### src/rtl/bin2bcd_pkg.sv
// Shared types and constants for the sequential binary-to-BCD converter.
// pow10 lets the top reject a DIGITS/WIDTH pairing that cannot hold the maximum input.
package bin2bcd_pkg;

  typedef enum logic [0:0] {IDLE = 1'b0, CONV = 1'b1} state_t;

  typedef logic [3:0] bcd_digit_t;

  localparam bcd_digit_t ADJ_THRESH = 4'd5;
  localparam bcd_digit_t ADJ_ADD    = 4'd3;

  function automatic longint unsigned pow10(input int n);
    longint unsigned p;
    p = 64'd1;
    for (int i = 0; i < n; i++) begin
      p = p * 64'd10;
    end
    return p;
  endfunction

endpackage

### src/rtl/bcd_digit_adj.sv
// Double-dabble digit correction: a digit of 5..9 gets +3 so the following
// left shift carries correctly into the next decimal digit.
module bcd_digit_adj
  import bin2bcd_pkg::*;
(
  input  logic [3:0] din,
  output logic [3:0] dout
);

  bcd_digit_t digit;

  assign digit = din;
  assign dout  = (digit >= ADJ_THRESH) ? digit + ADJ_ADD : digit;

endmodule

### src/rtl/bin2bcd_seq.sv
// Sequential shift-and-add-3 binary-to-BCD converter: one input bit per CONV
// cycle, result held in bcd from the done pulse until the next conversion.
module bin2bcd_seq
  import bin2bcd_pkg::*;
#(
  parameter int WIDTH  = 8,
  parameter int DIGITS = 3
) (
  input  logic                  clk,
  input  logic                  rst_n,
  input  logic                  start,
  input  logic [WIDTH-1:0]      bin,
  output logic                  busy,
  output logic                  done,
  output logic [4*DIGITS-1:0]   bcd
);

  localparam int CNT_W = $clog2(WIDTH + 1);
  localparam int BCD_W = 4 * DIGITS;
  localparam int SR_W  = BCD_W + WIDTH;

  generate
    if (pow10(DIGITS) <= ((64'd1 << WIDTH) - 64'd1)) begin : g_bad_digits
      $error("bin2bcd_seq: DIGITS too small for WIDTH");
    end
  endgenerate

  state_t             state_reg;
  logic [CNT_W-1:0]   cnt_reg;
  logic [WIDTH-1:0]   bin_reg;
  logic [BCD_W-1:0]   scratch_reg;
  logic [BCD_W-1:0]   scratch_adj;
  logic [BCD_W-1:0]   bcd_reg;
  logic               done_reg;
  logic [SR_W-1:0]    sr_next;

  genvar gi;
  generate
    for (gi = 0; gi < DIGITS; gi++) begin : g_adj
      bcd_digit_adj u_adj (
        .din  (scratch_reg[4*gi +: 4]),
        .dout (scratch_adj[4*gi +: 4])
      );
    end
  endgenerate

  // Adjusted scratch and binary shift as one register so the binary MSB
  // falls into scratch bit 0; the scratch MSB is always zero after adjust.
  assign sr_next = {scratch_adj, bin_reg} << 1;

  always_ff @(posedge clk or negedge rst_n) begin
    if (!rst_n) begin
      state_reg   <= IDLE;
      cnt_reg     <= '0;
      bin_reg     <= '0;
      scratch_reg <= '0;
      bcd_reg     <= '0;
      done_reg    <= 1'b0;
    end else begin
      done_reg <= 1'b0;
      case (state_reg)
        IDLE: begin
          if (start) begin
            bin_reg     <= bin;
            scratch_reg <= '0;
            cnt_reg     <= CNT_W'(WIDTH);
            state_reg   <= CONV;
          end
        end
        CONV: begin
          scratch_reg <= sr_next[SR_W-1:WIDTH];
          bin_reg     <= sr_next[WIDTH-1:0];
          cnt_reg     <= cnt_reg - CNT_W'(1);
          if (cnt_reg == CNT_W'(1)) begin
            bcd_reg   <= sr_next[SR_W-1:WIDTH];
            done_reg  <= 1'b1;
            state_reg <= IDLE;
          end
        end
        default: state_reg <= IDLE;
      endcase
    end
  end

  assign busy = (state_reg == CONV);
  assign done = done_reg;
  assign bcd  = bcd_reg;

endmodule
### config.mk
export PLATFORM = sky130hd
export DESIGN_NAME = bin2bcd_seq
export DESIGN_NICKNAME = d
export VERILOG_FILES = /design/src/rtl/bin2bcd_pkg.sv /design/src/rtl/bcd_digit_adj.sv /design/src/rtl/bin2bcd_seq.sv
export SDC_FILE = /design/constraint.sdc
export NUM_CORES = 1
export LEC_CHECK = 0
export ABC_AREA = 1
export CELL_PAD_IN_SITES_DETAIL_PLACEMENT = 1
export CELL_PAD_IN_SITES_GLOBAL_PLACEMENT = 1
export CORE_UTILIZATION = 40
export DETAILED_ROUTE_END_ITERATION = 8
export GPL_TIMING_DRIVEN = 0
export HOLD_SLACK_MARGIN = 0.15
export PLACE_DENSITY_LB_ADDON = 0.1
export SYNTH_ARGS = -nofsm -noshare
export SYNTH_HDL_FRONTEND = slang
export SYNTH_SLANG_ARGS = --single-unit
### constraint.sdc
create_clock -name clk -period 1.53 [get_ports clk]
set_input_delay 0.306 -clock clk [delete_from_list [all_inputs] [get_ports clk]]
set_output_delay 0.306 -clock clk [all_outputs]
set_load 0.01 [all_outputs]
==> out/metrics.yaml, run 1 <==
setup_path:
  path_cells: "clkdlybuf4s50_1"
  crit_buf_inv: 1
  max_stage_delay_ns: 0.54
  setup.worst_path.class: "reg2out"
  timing.rr.end: "scratch_reg[5]"
  required_ns: 1.22
  critPathCaptureType: "output pin"
  worstSetupStartpointType: "register"
  critical_path.max_fanout: 2
  cp.arrival_ns: 1.19
  worst_path_max_delay_cell: "clkdlybuf4s50_1"
  reg2reg_slack_ns: 0.13
  rr_worst_depth: 8
  r2r-start: "scratch_reg[4]"
  cp.depth: 1
  cp_top_family: "buffers and inverters"
place:
  dp_hpwl_um: 3430
  io_buffers: 23
  gp_congestion: 0.873
  place_inst: 287
synthesis:
  avgSynthCellArea_um2: 8.61
  syn-num-nets: 231
  ys_seq_area_share_pct: 52.1
  synth_top_family_by_area: "simple AND/OR/NAND/NOR gates"
  synth-adder-area-share_pct: 5.48
  synth-compound-area-share_pct: 8.36
  yosysWarnings: 0
  synth_xor_area_share_pct: 0
  netlist_instances: 212
  ys_ff_latch: 38
  syn_area_um2: 1830
  yosys.area_share.simple_pct: 26.3
  muxShareOfSynthArea_pct: 0
  synth.distinct_cells: 21
outcome:
  status: "complete, no violations"
drt:
  ant_nets: 0
  drt_iter0_drc: 40
  wl_um: 4750
  vias_per_cell: 5.27
  drt_drc_violations_left: 0
  drt_pass1_iterations: 4
  route.vias.total: 1560
  wire_per_inst_um: 16.0
grt:
  grtUsageTotal_pct: 21.7
  grt.overflow.total: 0
  grt_pass1_wl_um: 8210
  grt_pass1_vias: 1729
  antenna_found_initial: 0
  grt_max_degree: 39
clocking:
  insertion_delay_ns: 0.29
  htreeDepth: 2
  cts.reportedPaths.clkPinSlew_ns: 0.07
  cts.path.max_buffers: 2
  cts_sinks: 38
  tritoncts: "yes"
  cts_buffers: 5
  root_buffer: "clkbuf_8"
flow_run:
  drv_cap: 0
die:
  die_x_um: 69.6
  die-height_um: 69.6
  dieArea_um2: 4840
  pin_count: 25
  rows: 24
  core-area_um2: 4380
  start_util_pct: 41.6
timing:
  setup_tns_ns: 0
  max_freq_mhz: 670
  drv_slew: 0
  min_period_over_period_pct: 97.6
  rsz0062_at_grt: "no"
  period_needed_ns: 1.49
  worst_slew_pin_slew_ns: 0.861
  finalSetupViolations: 0
  holdWs_ns: 0.127
  finalHoldViolations: 0
  fin_skew_ns: 0.00689
  maxSlewHeadroom_pct: 42.6
layout:
  layout_common_cells: "65 x nand2_1, 36 x dfrtp_1, 28 x nand3_1"
  n_antenna_cell: 0
  drive_gt1_share_pct: 11.1
  utilization_pct: 51.3
  nets: 262
  area_delta_synth_final_pct: 23.3
  layout_commonest_cell: "nand2_1"
  stdcell_count: 296
power:
  p_leak_uw: 0.00114
  irDropWorstVdd_v: 0.000795
  total_power_uw: 5090
  p_per_area_nw_per_um2: 2260
min_path:
  hp-class: "in2async"
[power breakdown]
| part | internal [uW] | switching [uW] |
|---|---|---|
| Combinational | 1000 | 1500 |
| Sequential | 1480 | 311 |
| Clock | 455 | 345 |
| Total | 2940 | 2150 |
[per-layer routing]
| metal | track usage, % | share of wire (%) | wire [um] | vias to the layer above |
|---|---|---|---|---|
| met1 | 25.2 | 43 | 2030 | 764 |
| met2 | 39.6 | 53 | 2510 | 26 |
| met4 | 6.80 | 1.4 | 68 | 0 |
| met5 | 0 | 0 | 0 | - |
| met3 | 4.65 | 2.8 | 135 | 8 |
| li1 | - | - | - | 762 |
[cell usage after synthesis, drive strengths merged]
cell type | count | share of area (%)
nand2 | 66 | 14
dfrtp | 38 | 52
nand3 | 31 | 8.8
inv | 25 | 5.1
o21ai | 13 | 3.6
ha | 8 | 5.5
buf | 6 | 2.5
nand4 | 6 | 2.1
nor2 | 5 | 1.0
o221ai | 5 | 2.4
o22ai | 5 | 1.7
clkbuf | 1 | 0.21
nand3b | 1 | 0.41
nor3 | 1 | 0.27
o211ai | 1 | 0.69
[metrics by stage]
step	setup slack, ns	area, um^2
global route	0.00148	2250
global placement	-0.730	2120
CTS	0.00634	2230
floorplan	0.349	1830
detailed placement	0.0846	2120
finish	0.0370	2250
[kinds of logic (layout without fill, tap and decap cells)]
group,after synthesis,in the layout
AOI/OAI and AO/OA,24,24
buffers and inverters,32,64
and+or+nand+nor,110,110
adders and majority gates,8,8
DFF,38,38
[area by class of cell]
class | instances | area (um^2)
buffer | 7 | 48.8
timing repair buffer | 24 | 238
sequential | 38 | 953
fill | 539 | 2130
multi-input combinational | 142 | 742
tap | 52 | 65.1
inverter | 25 | 93.8
clock buffer | 8 | 110
[worst max path at each step]
stage / endpoint / start / slack [ns]
5_1_grt: bcd[0] / bcd[0] / 0.001
4_1_cts: bcd[4] / bcd[4] / 0.006
6_report: bcd[0] / bcd[0] / 0.04
2_1_floorplan: scratch_reg[5] / scratch_reg[4] / 0.35
3_5_place_dp: scratch_reg[5] / scratch_reg[4] / 0.08
3_3_place_gp: bin_reg[5] / rst_n / -0.73
[what timing repair did]
action,in CTS,in global routing
hold buffers,0,0
endpoints found under the setup margin,1,12
cloned,0,0
gates resized for setup,1,6
setup buffers,1,0
(Power assumes the default switching activity.)
==> inputs of run 2 (changes only) <==
--- a/config.mk
+++ b/config.mk
@@ -13,6 +13,7 @@
 export GPL_TIMING_DRIVEN = 0
 export HOLD_SLACK_MARGIN = 0.15
 export PLACE_DENSITY_LB_ADDON = 0.1
+export SETUP_SLACK_MARGIN = 0.05
 export SYNTH_ARGS = -nofsm -noshare
 export SYNTH_HDL_FRONTEND = slang
 export SYNTH_SLANG_ARGS = --single-unit
==> out/metrics.yaml, run 2 (same netlist as run 1, synthesis figures left out) <==
outcome:
  status: "complete, no violations"  # unchanged
clocking:
  cts_buffers: 5  # unchanged
  insertion_delay_ns: 0.29  # about the same
  cts.path.max_buffers: 2  # unchanged
  htreeDepth: 2  # unchanged
  root_buffer: "clkbuf_8"  # unchanged
  cts.reportedPaths.clkPinSlew_ns: 0.07  # about the same
  cts_sinks: 38  # unchanged
  tritoncts: "yes"  # unchanged
drt:
  drt_pass1_iterations: 4  # unchanged
  route.vias.total: 1570  # was 1560
  drt_drc_violations_left: 0  # unchanged
  vias_per_cell: 5.30  # was 5.27
  wl_um: 4720  # was 4750 um
  wire_per_inst_um: 15.9  # was 16.0 um
  ant_nets: 0  # unchanged
  drt_iter0_drc: 47  # was 40
layout:
  design_area_um2: 2240  # was 2250 um^2
  nets: 262  # unchanged
  area_delta_synth_final_pct: 22.8  # was 23.3%
  drive_gt1_share_pct: 11.5  # was 11.1%
  utilization_pct: 51.1  # was 51.3%
  layout_commonest_cell: "nand2_1"  # unchanged
  layout_common_cells: "64 x nand2_1, 36 x dfrtp_1, 28 x nand3_1"  # was 65 x nand2_1, 36 x dfrtp_1, 28 x nand3_1
  n_antenna_cell: 0  # unchanged
power:
  total_power_uw: 4990  # was 5090 uW
  intPower_uw: 2840  # was 2940 uW
  p_clk_share_pct: 16.0  # was 15.7%
  combPwrFrac_pct: 48.3  # was 49.1%
  seq_power_share_pct: 35.7  # was 35.2%
  switching_power_uw: 2150  # about the same
  swShare_pct: 43.0  # was 42.3%
  irDropWorstVdd_v: 0.000791  # was 0.000795 V
  p_leak_uw: 0.00117  # was 0.00114 uW
  p_per_area_nw_per_um2: 2220  # was 2260 nW/um^2
die:
  pin_count: 25  # unchanged
  start_util_pct: 41.6  # unchanged
  die-height_um: 69.6  # unchanged
  core-area_um2: 4380  # unchanged
  rows: 24  # unchanged
  die_x_um: 69.6  # unchanged
  dieArea_um2: 4840  # unchanged
timing:
  finalSetupViolations: 0  # unchanged
  drv_slew: 0  # unchanged
  min_period_over_period_pct: 88.9  # was 97.6%
  period_needed_ns: 1.36  # was 1.49 ns
  finalHoldViolations: 0  # unchanged
  holdWs_ns: 0.128  # was 0.127 ns
  maxSlewHeadroom_pct: 42.6  # about the same
  fin_skew_ns: 0.00696  # was 0.00689 ns
  max_freq_mhz: 735  # was 670 MHz
  rsz0062_at_grt: "yes"  # was no
  worst_slack_ns: 0.170  # was 0.0370 ns
  worst_slew_pin_slew_ns: 0.861  # about the same
grt:
  grt.overflow.total: 0  # unchanged
  grt_pass1_wl_um: 8250  # was 8210 um
  grt_max_degree: 39  # unchanged
  grt_pass1_vias: 1729  # unchanged
  antenna_found_initial: 0  # unchanged
  grtUsageTotal_pct: 21.8  # was 21.7%
setup_path:
  critical_path.max_fanout: 10  # was 2
  cp.arrival_ns: 1.54  # was 1.19 ns
  setup.worst_path.class: "reg2reg"  # was reg2out
  rr_worst_depth: 6  # was 8
  worstSetupStartpointType: "register"  # unchanged
  critPathCaptureType: "register"  # was output pin
  required_ns: 1.71  # was 1.22 ns
flow_run:
  drv_cap: 0  # unchanged
min_path:
  hp-class: "in2async"  # unchanged
place:
  gp_congestion: 0.873  # unchanged
  pre_cts_ws_ns: 0.0846  # unchanged
  postPlaceCellArea_um2: 2120  # unchanged
  dp_hpwl_um: 3430  # unchanged
  io_buffers: 23  # unchanged
[run 2: cell count changes in the layout (fill, tap and decap cells not counted), sizes merged]
cell and delta:
dlygate4sd2 +11, dlymetal6s2s +1, clkdlybuf4s50 -12
[run 2: area by class of cell]
class,count,area (um^2)
Fill cell,544,2140
Sequential cell,38,953
Multi-Input combinational cell,142,744
Timing Repair Buffer,24,226
Clock buffer,8,110
Inverter,25,93.8
Tap cell,52,65.1
Buffer,7,48.8
[run 2: worst paths after layout]
check	start	end	slack [ns]
max	cnt_reg[1]	bcd[6]	0.17
min	rst_n	scratch_reg[10]	0.13
max reg2reg	cnt_reg[1]	bcd[6]	0.17
min reg2reg	bcd[5]	bcd[5]	0.48
max in group asynchronous	rst_n	busy	0.81
min in group clk	start	bin_reg[5]	0.33
[run 2: routing by layer]
layer  up-vias  share of wire, %  routed length [um]  GRT usage (%)
li1        763                 -                   -              -
met1       769                43                2010           25.4
met2        28                52                2470           39.6
met3        10               3.1                 145           4.65
met4         0               1.9                  91           6.80
met5         -                 0                   0              0
[run 2: worst max-delay path, stage by stage, from the launching register on]
cell,delay (ns)
dfrtp_1,0.39
inv_1,0.10
ha_1,0.17
nand3_2,0.18
buf_2,0.26
nand2_1,0.09
nand2_1,0.06
[run 2: power groups by stage]
stage / Combinational (uW) / Clock (uW) / Sequential, uW
after floorplan: 1510 / 0 / 1810
after global placement: 2270 / 0 / 1770
after detailed placement: 2450 / 0 / 1820
after CTS: 2420 / 822 / 1780
after global routing: 2730 / 866 / 1850
final: 2410 / 799 / 1780
[run 2: metrics by stage]
step	instances	setup TNS (ns)
after global routing	296	0
after global placement	287	-27.69
after CTS	296	0
after floorplan	212	0
after detailed placement	287	0
final	296	0
[run 2: repair_timing]
item / 4_1_cts / 5_1_grt
hold buffers: 0 / 0
setup buffers: 1 / 0
gates resized for setup: 12 / 8
setup endpoints to repair: 12 / 17
